File: config.mk
export PLATFORM = sky130hd
export DESIGN_NAME = text_line_ctrl
export DESIGN_NICKNAME = d
export VERILOG_FILES = /design/src/rtl/text_line_ctrl.sv
export SDC_FILE = /design/constraint.sdc
export NUM_CORES = 1
export LEC_CHECK = 0
export ABC_CLOCK_PERIOD_IN_PS = 2300
export CAP_MARGIN = 20
export CORE_MARGIN = 2
export CORE_UTILIZATION = 53
export CTS_CLUSTER_SIZE = 28
export DETAILED_ROUTE_END_ITERATION = 6
export GPL_TIMING_DRIVEN = 1
export PLACE_DENSITY_LB_ADDON = 0.2
export SKIP_CTS_REPAIR_TIMING = 1
export SLEW_MARGIN = 20
export SYNTH_ARGS = -nofsm -noshare
export SYNTH_HDL_FRONTEND = slang
export SYNTH_SLANG_ARGS = --single-unit
File: constraint.sdc
create_clock -name clk -period 2.3 [get_ports clk]
set_clock_uncertainty 0.15 [all_clocks]
set_input_delay 0.46 -clock clk [delete_from_list [all_inputs] [get_ports clk]]
set_output_delay 0.46 -clock clk [all_outputs]
set_load 0.005 [all_outputs]
File: src/rtl/text_line_ctrl.sv
// Shares one multiple_text line between two character writers (A, B), committing at frame start.
// Optional blinking of the committed line is enabled with `define TEXT_LINE_CTRL_BLINK_EN.
module text_line_ctrl #(
  parameter int MAX_LETTERS  = 16,
  parameter int CHAR_BITS    = 6,
  parameter int BLINK_FRAMES = 30
) (
  input  logic                             clk,
  input  logic                             reset,
  input  logic [10:0]                      hcount,
  input  logic [9:0]                       vcount,
  input  logic                             a_valid,
  input  logic [CHAR_BITS-1:0]             a_char,
  input  logic                             a_last,
  output logic                             a_ready,
  input  logic                             b_valid,
  input  logic [CHAR_BITS-1:0]             b_char,
  input  logic                             b_last,
  output logic                             b_ready,
  input  logic                             blink,
  output logic [MAX_LETTERS*CHAR_BITS-1:0] text,
  output logic                             busy,
  output logic                             owner,
  output logic                             commit,
  output logic                             overflow
);
  localparam int PTR_W  = $clog2(MAX_LETTERS + 1);
  localparam int IDX_W  = $clog2(MAX_LETTERS);
  localparam int TEXT_W = MAX_LETTERS * CHAR_BITS;

  typedef enum logic [1:0] {IDLE, WRITE, PENDING} state_t;

  state_t               state;
  state_t               state_next;
  logic [CHAR_BITS-1:0] shadow [MAX_LETTERS];
  logic [TEXT_W-1:0]    shadow_flat;
  logic [TEXT_W-1:0]    committed;
  logic [PTR_W-1:0]     wr_ptr;
  logic                 rr;
  logic                 frame_start;
  logic                 grant;
  logic                 grant_b;
  logic                 accept;
  logic                 in_valid;
  logic                 in_last;
  logic [CHAR_BITS-1:0] in_char;

  assign frame_start = (hcount == '0) && (vcount == '0);
  assign busy        = (state != IDLE);
  assign a_ready     = (state == WRITE) && !owner;
  assign b_ready     = (state == WRITE) && owner;

  assign in_valid = owner ? b_valid : a_valid;
  assign in_char  = owner ? b_char  : a_char;
  assign in_last  = owner ? b_last  : a_last;
  assign accept   = (state == WRITE) && in_valid;
  assign grant    = (state == IDLE) && (a_valid || b_valid);
  // rr breaks ties only; a lone requester always wins.
  assign grant_b  = (a_valid && b_valid) ? rr : b_valid;

  always_ff @(posedge clk) begin
    if (reset) state <= IDLE;
    else       state <= state_next;
  end

  always_comb begin
    state_next = state;
    case (state)
      IDLE:    if (a_valid || b_valid)    state_next = WRITE;
      WRITE:   if (accept && in_last)     state_next = PENDING;
      PENDING: if (frame_start)           state_next = IDLE;
      default:                            state_next = IDLE;
    endcase
  end

  always_comb begin
    shadow_flat = '0;
    for (int i = 0; i < MAX_LETTERS; i++) shadow_flat[i*CHAR_BITS +: CHAR_BITS] = shadow[i];
  end

  always_ff @(posedge clk) begin
    if (reset) begin
      owner     <= 1'b0;
      rr        <= 1'b0;
      wr_ptr    <= '0;
      overflow  <= 1'b0;
      committed <= '0;
      commit    <= 1'b0;
      for (int i = 0; i < MAX_LETTERS; i++) shadow[i] <= '0;
    end else begin
      commit <= 1'b0;
      if (grant) begin
        owner    <= grant_b;
        wr_ptr   <= '0;
        overflow <= 1'b0;
        for (int i = 0; i < MAX_LETTERS; i++) shadow[i] <= '0;
      end else if (accept) begin
        // Characters beyond the line width are dropped but flagged.
        if (wr_ptr < PTR_W'(MAX_LETTERS)) begin
          shadow[wr_ptr[IDX_W-1:0]] <= in_char;
          wr_ptr                    <= wr_ptr + PTR_W'(1);
        end else begin
          overflow <= 1'b1;
        end
      end
      if ((state == PENDING) && frame_start) begin
        committed <= shadow_flat;
        commit    <= 1'b1;
        rr        <= ~owner;
      end
    end
  end

`ifdef TEXT_LINE_CTRL_BLINK_EN
  localparam int CNT_W = $clog2(BLINK_FRAMES + 1);

  logic [CNT_W-1:0] frame_cnt;
  logic             phase;

  // Phase is held at 0 whenever blink is low, so gating on phase alone keeps text registered.
  always_ff @(posedge clk) begin
    if (reset || !blink) begin
      frame_cnt <= '0;
      phase     <= 1'b0;
    end else if (frame_start) begin
      if (frame_cnt == CNT_W'(BLINK_FRAMES - 1)) begin
        frame_cnt <= '0;
        phase     <= ~phase;
      end else begin
        frame_cnt <= frame_cnt + CNT_W'(1);
      end
    end
  end

  assign text = phase ? '0 : committed;
`else
  localparam int blink_frames_unused = BLINK_FRAMES;
  logic blink_unused;

  assign blink_unused = blink;
  assign text         = committed;
`endif

endmodule

==> results of run 1 <==
==> metal layers <==
layer  routed length [µm]  up-vias
met5                    0        -
met4                  674        0
met3                 1300       53
met2                 9960      286
met1                 8510     3150
li1                     -     3090
==> area by class of cell <==
class                      instances  area (µm²)
inverter                           4        15.0
fill                            1059        4410
clock buffer                      31         593
timing repair buffer             193        1940
tap                              188         235
sequential                       203        5030
multi-input combinational        480        2770
clock inverter                     6         104
==> flip-flops by register name, indices dropped and copies added, names as in the netlist <==
| register | count |
|---|---|
| rr | 1 |
| wr_ptr | 5 |
| text | 96 |
| state | 2 |
| commit | 1 |
| overflow | 1 |
| owner | 1 |
| shadow | 96 |
==> worst max-delay path, delay by kind of cell (launching register included) <==
family,cells,cell delay [ns]
buf+inv,1,0.52
simple gates,2,0.28
flops,1,0.34
==> worst paths after layout <==
check | slack [ns] | cells after the start | end | from
setup / recovery | 0.06 | 3 | a_ready | state[1]$_SDFFE_PP0P_
hold / removal | 0.06 | 2 | state[1]$_SDFFE_PP0P_ | reset
setup reg to reg | 0.37 | 5 | shadow[1][2]$_SDFFCE_PN0P_ | owner$_SDFFE_PP0P_
hold reg to reg | 0.32 | 2 | text[74]$_SDFFE_PP0P_ | text[74]$_SDFFE_PP0P_
==> cells in the final DEF, fill, tap and decap left out, types with 2 or more instances in the layout <==
cell type	netlist	routed
buf_4	6	43
a21oi_1	99	99
bufinv_16	0	3
clkinv_2	0	2
o21ai_0	86	86
nor2_1	105	104
buf_12	0	11
mux2i_1	8	2
mux2_2	2	2
clkbuf_8	0	3
xnor2_1	2	2
mux2i_2	0	6
dfxtp_1	107	105
nand4_4	8	9
inv_1	4	4
clkdlybuf4s50_1	0	138
and2_1	3	3
nor4_2	4	4
clkbuf_16	0	21
edfxtp_1	96	96
nor2b_1	5	4
clkbuf_1	43	7
nand2b_1	3	2
nand4_1	104	104
o21ai_1	11	11
ha_1	4	4
nand2_1	22	22
==> where the power goes <==
group	leakage [nW]	switching, W	internal, W
clock	0.340	0.00129	0.00211
sequential	1.92	0.0000527	0.00392
combinational	1.45	0.000283	0.000165
==> per-stage QoR <==
step | total power [W] | setup slack (ns) | std cells
2_1_floorplan | 0.00425 | 0.261 | 763
3_3_place_gp | 0.00447 | -0.283 | 1068
3_5_place_dp | 0.00449 | -0.357 | 1068
4_1_cts | 0.00786 | -0.110 | 1105
5_1_grt | 0.00806 | 0.0127 | 1105
6_report | 0.00782 | 0.0641 | 1105
==> kinds of logic (layout without fill, tap and decap cells) <==
group | after synthesis | after routing | share of synthesized area (%)
compound gates | 200 | 200 | 12.5
simple gates | 264 | 264 | 18.6
buf+inv | 80 | 234 | 4.77
fa+ha+maj | 4 | 4 | 0.617
mux | 10 | 10 | 1.26
xor+xnor | 2 | 2 | 0.216
flops | 203 | 203 | 61.9
==> results.tsv, run 1 <==
metric	value	unit
diodes	0	
finalSetupViolCount	0	
design_area	0.0107	mm²
peakVddDrop	0.000565	V
synthesis.nets	807	
p_per_area	732	mW/mm²
hold_ws	0.0612	ns
cp_data_arrival_time	1.63	ns
hold_path_class	in2reg	
antenna_left	0	
place_area	0.00997	mm²
chipHeight	128	µm
cts_root_buf	clkbuf_16	
io_pins	142	
grt.total_usage	24.9	%
yosysTopAreaCell	edfxtp_1	
yosysSeqAreaShare	61.9	%
wl	20400	µm
ys.flop_type	dfxtp_1	
drtIter0Drc	466	
synth_edf_count	96	
fp.coreArea	0.0151	mm²
yosysMostFrequentCell	dfxtp_1	
htreeDepth	1	
met1_usage	32.7	%
rsz0062_at_grt	false	
grt-busiest-layer	met2	
worst_path_max_delay_cell	clkdlybuf4s50_1	
syn-instance-count	763	
async_reset_ff_share	0	%
cp-start-kind	flop	
fin_crit	2.24	ns
die-area	0.0163	mm²
crit_fanout	5	
netlist_area	0.00811	mm²
drt_first_pass_iters	5	
nNetsFinal	947	
worst_setup_path_end_kind	primary output	
tightestPinTransition	0.522	ns
cts_tree	built	
crit_chain	nand2b_4 -> nor2_1 -> clkdlybuf4s50_1	
die_w	128	µm
antenna_found_initial	0	
wl_per_cell	18.5	µm
synth_area_per_cell	10.6	µm²
syn2layout_area_growth	31.7	%
ctsLongestPathBuffers	3	
clk_pin_slew	0.06	ns
grt_pass1_wl	32500	µm
met3_usage	3.76	%
status	completed	
yosys_warnings	0	
max-cap-violations	0	
crit_required	1.69	ns
dr_total_vias	6579	
use_met2	41.8	%
start_util	53.8	%
numCtsBuffers	21	
grt-ovfl-total	0	
numPortBuffers	140	
clock_latency	0.49	ns
cpPeakStageDelay	0.52	ns
slew_headroom	65.2	%
crit_type	reg2out	
rows	45	
netlist_top_cells_count	107 x dfxtp_1, 105 x nor2_1, 104 x nand4_1	
route.detailed.drc	0	
grt_pass1_vias	6353	
fmax	447	MHz
hpwl	13300	µm
synth_top_area_share	35.5	%
clkSinkCount	203	
final_core_util	70.8	%
finalHoldViolations	0	
yosys-top-cells-area	edfxtp_1 36%, dfxtp_1 26%, nand4_1 8.0%	
layout-drive-gt1-share	12.8	%
grt_max_degree	58	
p_leak	3.72	nW
gp_congestion	0.835	
period_share	97.2	%
vias_per_cell	5.95	
synth_cell_type_count	37	
ys_seq_elements	203	
drv_slew	0	
tns	0	ns
Note: power is estimated with default switching activity, not from simulation.
==> run 2, diff against run 1 <==
Settings changed: CORE_UTILIZATION 53 to 35.
==> run 2 against run 1 <==
Compared with the run above:
- design area increased by 2.6%
- total power increased by 0.39%
- final cell count increased by 9.9%
- global-route usage decreased by 7.5 points
- die area increased by 50%
- combinational power increased by 4%
- critical endpoint is now busy
==> results.tsv, run 2 (synthesis gave the netlist of run 1 again) <==
metric	value	unit	change
chipHeight	156	µm	was 128 µm
tns	0	ns	unchanged
cp-start-kind	flop		unchanged
wl	21600	µm	was 20400 µm
clk_pin_slew	0.06	ns	about the same
place_area	0.0102	mm²	was 0.00997 mm²
route.detailed.drc	0		unchanged
status	completed		unchanged
die_w	156	µm	was 128 µm
crit_required	1.69	ns	about the same
nNetsFinal	956		was 947
crit_type	reg2out		unchanged
finalNonFillerCells	1214		was 1105
clkSinkCount	203		unchanged
met3_usage	3.49	%	was 3.76%
dr_total_vias	6325		was 6579
slew_headroom	68.0	%	was 65.2%
drv_slew	0		unchanged
period_share	96.2	%	was 97.2%
io_pins	142		unchanged
cts_tree	built		unchanged
hpwl	13800	µm	was 13300 µm
wl_per_cell	17.8	µm	was 18.5 µm
peakVddDrop	0.000544	V	was 0.000565 V
rows	55		was 45
fp.coreArea	0.0227	mm²	was 0.0151 mm²
cp_data_arrival_time	1.60	ns	was 1.63 ns
fin_crit	2.21	ns	was 2.24 ns
ctsLongestPathBuffers	3		unchanged
rsz0062_at_grt	false		unchanged
fmax	452	MHz	was 447 MHz
antenna_left	0		unchanged
design_area	0.0110	mm²	was 0.0107 mm²
crit_fanout	4		was 5
numPortBuffers	140		unchanged
met1_usage	23.0	%	was 32.7%
clock_latency	0.51	ns	was 0.49 ns
cts_root_buf	clkbuf_16		unchanged
die-area	0.0244	mm²	was 0.0163 mm²
dp_cells	1172		was 1068
use_met2	29.2	%	was 41.8%
gp_congestion	0.772		was 0.835
finalHoldViolations	0		unchanged
layout-drive-gt1-share	13.7	%	was 12.8%
r2r-start	owner$_SDFFE_PP0P_		unchanged
worst_setup_path_end_kind	primary output		unchanged
syn2layout_area_growth	35.1	%	was 31.7%
cp-startpoint	state[1]$_SDFFE_PP0P_		unchanged
grt_pass1_wl	33500	µm	was 32500 µm
start_util	35.7	%	was 53.8%
grt-busiest-layer	met2		unchanged
htreeDepth	1		unchanged
tightestPinTransition	0.480	ns	was 0.522 ns
hp-start	reset		unchanged
antenna_found_initial	0		unchanged
grt.total_usage	17.4	%	was 24.9%
max-cap-violations	0		unchanged
layout_commonest_cell	clkdlybuf4s50_1		unchanged
vias_per_cell	5.21		was 5.95
mostFrequentLayoutCells	137 x clkdlybuf4s50_1, 104 x nor2_1, 104 x nand4_1, 104 x dfxtp_1, 99 x a21oi_1		was 138 x clkdlybuf4s50_1, 105 x dfxtp_1, 104 x nor2_1, 104 x nand4_1, 99 x a21oi_1
drtIter0Drc	390		was 466
report.power.total	0.00786	W	was 0.00782 W
numCtsBuffers	23		was 21
p_leak	3.80	nW	was 3.72 nW
hold_path_class	in2reg		unchanged
finalSetupViolCount	0		unchanged
p_per_area	717	mW/mm²	was 732 mW/mm²
grt_pass1_vias	6205		was 6353
diodes	0		unchanged
grt-ovfl-total	0		unchanged
grt_max_degree	102		was 58
drt_first_pass_iters	4		was 5
[run 2: changes by cell type in the layout (fill, tap and decap cells not counted), sizes merged]
cell | previous run | this run
buf | 54 | 61
dlymetal6s2s | 1 | 2
inv | 4 | 5
bufinv | 3 | 1
clkinv | 3 | 11
clkdlybuf4s50 | 138 | 137
clkbuf | 31 | 29
[run 2: critical path, cell delays in order (launching register included)]
cell             delay [ns]
dfxtp_2                0.35
nor2_4                 0.18
inv_1                  0.10
clkdlybuf4s50_1        0.47
[run 2: power breakdown]
part / total (W) / internal (W) / switching, W / leakage (nW)
combinational: 0.000466 / 0.000178 / 0.000288 / 1.53
sequential: 0.00397 / 0.00392 / 0.0000484 / 1.92
clock: 0.00342 / 0.00201 / 0.00141 / 0.348
total: 0.00786 / 0.00611 / 0.00175 / 3.80
[run 2: path summary, 6_finish.rpt]
check | end | slack [ns] | cells past startpoint
worst min-delay path | overflow$_SDFFE_PP0P_ | 0.31 | 4
worst max register to register | shadow[14][2]$_SDFFCE_PN0P_ | 0.43 | 5
worst min register to register | text[57]$_SDFFE_PP0P_ | 0.32 | 2
worst max-delay path | busy | 0.09 | 3
[run 2: metal layers]
layer  part of all wire [%]  vias up
li1                       -     3116
met1                     45     3025
met2                     48      155
met3                    5.7       29
met4                    1.8        0
met5                      0        -
[run 2: cell type report]
class	count	area, µm²
clock inverter	13	85.1
inverter	4	15.0
timing repair buffer	200	2080
sequential	203	5030
clock buffer	29	618
multi-input combinational	480	2780
tap	285	357
fill	2093	11700
[run 2: metrics by stage]
step	setup slack (ns)	hold slack, ns	utilization (%)
floorplan	0.261	0.279	-
global placement	-0.245	0.307	45.1
detailed placement	-0.275	0.315	45.1
CTS	-0.156	0.297	48.2
global route	0.0306	0.314	48.3
finish	0.0883	0.308	48.3
